==> src/rtl/logic_probe_reader.sv <==
// Reads NUM_WORDS probe registers per measurement period and streams them
// out as a checksummed byte frame over a valid/ready link.
module logic_probe_reader #(
    parameter int TIMEOUT   = 15,
    parameter int NUM_WORDS = 5
) (
    input  logic        clk,
    input  logic        nreset,
    input  logic        enable,
    input  logic        interrupt,
    output logic [2:0]  address,
    output logic        data_request,
    input  logic [31:0] data,
    input  logic        data_ready,
    output logic        interrupt_clear,
    output logic [7:0]  tx_data,
    output logic        tx_valid,
    input  logic        tx_ready,
    output logic        busy,
    output logic        error,
    output logic [15:0] frames
);

    localparam int NB = 4 * NUM_WORDS + 3;
    localparam int BW = $clog2(NB);
    localparam int TW = (TIMEOUT > 1) ? $clog2(TIMEOUT) : 1;

    localparam logic [TW-1:0] T_LAST = TW'(TIMEOUT - 1);
    localparam logic [BW-1:0] B_LAST = BW'(NB - 1);
    localparam logic [2:0]    W_LAST = 3'(NUM_WORDS - 1);

    typedef enum logic [2:0] {
        IDLE,
        REQ,
        WAIT,
        CLEAR,
        SEND
    } state_t;

    state_t          state;
    logic [2:0]      index;
    logic [TW-1:0]   wait_cnt;
    logic [BW-1:0]   byte_idx;
    logic [31:0]     buffer [8];
    logic [7:0]      checksum;
    logic [7:0]      next_byte;
    logic [BW-1:0]   nxt;
    logic [BW-1:0]   word_off;
    logic [31:0]     word;

    always_comb begin
        checksum = frames[7:0];
        for (int w = 0; w < NUM_WORDS; w++) begin
            checksum = checksum
                     ^ buffer[3'(w)][7:0]
                     ^ buffer[3'(w)][15:8]
                     ^ buffer[3'(w)][23:16]
                     ^ buffer[3'(w)][31:24];
        end
    end

    // Byte presented after the current one transfers
    always_comb begin
        nxt       = byte_idx + BW'(1);
        word_off  = nxt - BW'(2);
        word      = buffer[3'(word_off >> 2)];
        next_byte = 8'(word >> {word_off[1:0], 3'b000});
        if (nxt == BW'(1)) begin
            next_byte = frames[7:0];
        end else if (nxt == B_LAST) begin
            next_byte = checksum;
        end
    end

    always_ff @(posedge clk) begin
        if (!nreset) begin
            state           <= IDLE;
            index           <= '0;
            wait_cnt        <= '0;
            byte_idx        <= '0;
            address         <= '0;
            data_request    <= 1'b0;
            interrupt_clear <= 1'b0;
            tx_valid        <= 1'b0;
            tx_data         <= 8'h00;
            busy            <= 1'b0;
            error           <= 1'b0;
            frames          <= '0;
        end else begin
            data_request    <= 1'b0;
            interrupt_clear <= 1'b0;
            unique case (state)
                IDLE: begin
                    if (interrupt && enable) begin
                        state        <= REQ;
                        index        <= '0;
                        address      <= '0;
                        data_request <= 1'b1;
                        busy         <= 1'b1;
                    end
                end
                REQ: begin
                    state    <= WAIT;
                    wait_cnt <= '0;
                end
                WAIT: begin
                    if (data_ready || wait_cnt == T_LAST) begin
                        buffer[index] <= data_ready ? data : 32'hFFFF_FFFF;
                        if (!data_ready) begin
                            error <= 1'b1;
                        end
                        if (index == W_LAST) begin
                            state           <= CLEAR;
                            interrupt_clear <= 1'b1;
                        end else begin
                            state        <= REQ;
                            index        <= index + 3'd1;
                            address      <= index + 3'd1;
                            data_request <= 1'b1;
                        end
                    end else begin
                        wait_cnt <= wait_cnt + TW'(1);
                    end
                end
                CLEAR: begin
                    state    <= SEND;
                    tx_valid <= 1'b1;
                    tx_data  <= 8'hA5;
                    byte_idx <= '0;
                end
                SEND: begin
                    if (tx_ready) begin
                        if (byte_idx == B_LAST) begin
                            state    <= IDLE;
                            tx_valid <= 1'b0;
                            tx_data  <= 8'h00;
                            busy     <= 1'b0;
                            frames   <= frames + 16'd1;
                        end else begin
                            byte_idx <= nxt;
                            tx_data  <= next_byte;
                        end
                    end
                end
                default: begin
                    state <= IDLE;
                end
            endcase
        end
    end

endmodule

==> config.mk <==
export PLATFORM = sky130hd
export DESIGN_NAME = logic_probe_reader
export DESIGN_NICKNAME = d
export VERILOG_FILES = /design/src/rtl/logic_probe_reader.sv
export SDC_FILE = /design/constraint.sdc
export NUM_CORES = 1
export LEC_CHECK = 0
export ABC_AREA = 1
export ABC_CLOCK_PERIOD_IN_PS = 11590
export BUFFER_PORTS_ARGS = -buffer_cell sky130_fd_sc_hd__buf_2
export CORE_MARGIN = 4
export CORE_UTILIZATION = 65
export DETAILED_ROUTE_END_ITERATION = 8
export GPL_ROUTABILITY_DRIVEN = 0
export HOLD_SLACK_MARGIN = 0.08
export PLACE_DENSITY_LB_ADDON = 0.05
export SYNTH_ARGS = -nofsm -noshare
export SYNTH_HDL_FRONTEND = slang
export SYNTH_SLANG_ARGS = --single-unit
==> constraint.sdc <==
create_clock -name clk -period 11.59 [get_ports clk]
set_input_delay 1.159 -clock clk [delete_from_list [all_inputs] [get_ports clk]]
set_output_delay 1.159 -clock clk [all_outputs]
set_load 0.05 [all_outputs]
==> impl_metrics.ini <==
[global_route]
top_usage_layer = met2
grt_pass1_wl_mm = 56.52
met2_usage = 0.4791
grt_max_degree = 84
grtUsageTotal = 0.2938
grt_util_met1 = 0.3998
overflow = 0
antenna_found_initial = 0
gr-usage-met3 = 0.05029
grt_pass1_vias = 10547

[worst_setup_path]
crit_type = reg -> reg
ff2ff_path_depth = 19
r2r_end = tx_data[0]
end_kind = flop
start_kind = flop
arrival_ps = 5690
required_ps = 12080
cp_max_fo = 83
r2r_slack_ps = 6390
r2r_start = byte_idx[0]

[timing]
setup_viol = 0
rsz0062_at_grt = no
worstMarginPinSlew_ps = 1177
fin_tns_setup_ps = 0
hold_violations = 0
max_slew_margin = 0.2142
layout_min_cycle_time_ps = 5198
fin_skew_ps = 23.17
fin_crit_sh = 0.4485
fmax_mhz = 192.4
finalMaxSlewViolations = 0

[clock_tree]
cts_hold_buf = 0
post_cts_resized = 0
cts_max_level = 1
cts_tree = built
cts_buffer_depth = 3
clock-sinks = 300
postCtsSetupRepairBufs = 0
clk_latency_ps = 580
root_buffer = clkbuf_16
path_clk_slew_ps = 60
cts_buffers = 30

[floorplanning]
core_area_um2 = 22090
num_io_pins = 70
fp-row-count = 54
start_util = 0.6670
dieArea_um2 = 25140
die_w_um = 158.6
die_h_um = 158.6

[cells_and_area]
postLayoutCoreUtil = 0.7360
final_area_um2 = 16260
insertedDiodeCount = 0
fillers = 1541
final_cell_mix = nand2_1 (332), edfxtp_1 (256), nand3_1 (116)
layout_commonest_cell = nand2_1
regArea_um2 = 8568
multi_input_area_um2 = 5645
area_growth_pct = 10.34
instances_no_fill = 1812
post_route_cells_drive_above_1_share = 0.1312
final_nets = 1559

[synth]
netlist-cell-type-count = 41
synth_area_leaders = edfxtp_1 (52%), nand2_1 (8.5%), dfxtp_1 (6.0%), xnor2_1 (4.2%), nand3_1 (3.9%)
async_reset_ff_frac = 0
ys_seq_area_frac = 0.5814
synth_edf_count = 256
synth_warnings = 0
synth_nets = 1500
synth_top_cell_by_area = edfxtp_1
synth_area_um2 = 14740
ys.flop_type = edfxtp_1
yosysTopAreaCellShare = 0.5217
ys_ff_latch = 300
avgSynthCellArea_um2 = 10.15
synth_cells = 1452

[run]
drv_cap = 0

[power_and_ir_drop]
leakagePower_uw = 0.006091
p_per_area_nw_per_um2 = 133.3
total_power_uw = 2167
ir_drop_uv = 141.4

[place]
dpl_cell_area_um2 = 15320
dp_hpwl_mm = 22.04
numPortBuffers = 69
dpl.cell_count = 1759

[outcome]
status = finished, final reports clean

[drt]
ant_nets = 0
drc = 0
viasPerCell = 5.981
num_vias = 10837
wl_per_cell_um = 20.09
drt_iter0_markers = 1161
dr.pass1.iters = 6
routed_wl_mm = 36.40

[min_path]
worstHoldPathType = reg -> reg
min_to = tx_valid
hold_start = tx_valid
whs_path_depth = 2
## worst max-delay path, cell delays in order, from the launching register on
cell and delay, ps:
dfxtp_1 320, buf_4 470, inv_1 130, ha_1 610, inv_1 420, ha_4 850
buf_4 890, or2_2 250, o21ai_0 90, nand3_1 110, nand2_1 70, nand2_1 60
nand2_1 100, nand2_1 70, nand3_1 80, nand3_1 90, nand2_1 80, nand2_1 140
nand2_1 80, a21oi_1 120
## synthesized netlist by cell type, drive strengths merged (44+ instances only)
library cell and n:
nand2 342, edfxtp 256, nand3 120, nor2 92
o21ai 90, inv 84, xnor2 72, mux2i 54
or2 49, a21oi 44, dfxtp 44, xor2 44
## state kept, by name, summed over array words and instances (netlist names)
name             cells
wait_cnt             4
frames              16
index                3
buffer             256
tx_data              8
byte_idx             5
busy                 1
data_request         1
error                1
interrupt_clear      1
state                3
tx_valid             1
## worst max-delay path by stage
stage	from	to	slack, ps	cells after the start
CTS	byte_idx[0]	tx_data[0]	6530	19
detailed placement	byte_idx[0]	tx_data[0]	6560	19
global placement	byte_idx[0]	tx_data[0]	6690	18
finish	byte_idx[0]	tx_data[0]	6390	19
floorplan	nreset	buffer[1][0]	6930	5
global route	byte_idx[0]	tx_data[3]	6140	19
## metrics by stage
step,setup slack [ps],hold slack (ps)
after floorplan,6925,467.7
after global placement,6692,449.1
after detailed placement,6561,453.4
after CTS,6533,461.1
after global routing,6141,485.3
final,6392,462.2
## where the power goes
group          total [uW]  leakage (uW)  switching, uW  internal, uW
sequential           1180       0.00262           2.82          1170
combinational        53.6       0.00301           37.4          16.2
clock                 937      0.000461            398           539
## routing by layer
| metal | part of all wire | vias to the layer above |
|---|---|---|
| met4 | 0.039 | 0 |
| met5 | 0 | - |
| met3 | 0.089 | 107 |
| met1 | 0.41 | 5114 |
| li1 | - | 5112 |
| met2 | 0.47 | 504 |
## layout make-up
cell class / instances / area share
clock buffers: 37 / 0.04778
flip-flops and latches: 300 / 0.5269
clock inverters: 16 / 0.009926
well taps: 280 / 0.02155
multi-input cells: 1012 / 0.3472
inverters: 86 / 0.01985
repair buffers: 81 / 0.02678
## cells by family after synthesis
kind of cell,synth area share
and+or+nand+nor,0.2017
adders and majority gates,0.008490
muxes,0.03668
xor gates and xnor gates,0.07022
AOI/OAI and AO/OA,0.06207
DFF,0.5814
buffers and inverters,0.03940
No activity file was read; power rests on OpenSTA's default activity.
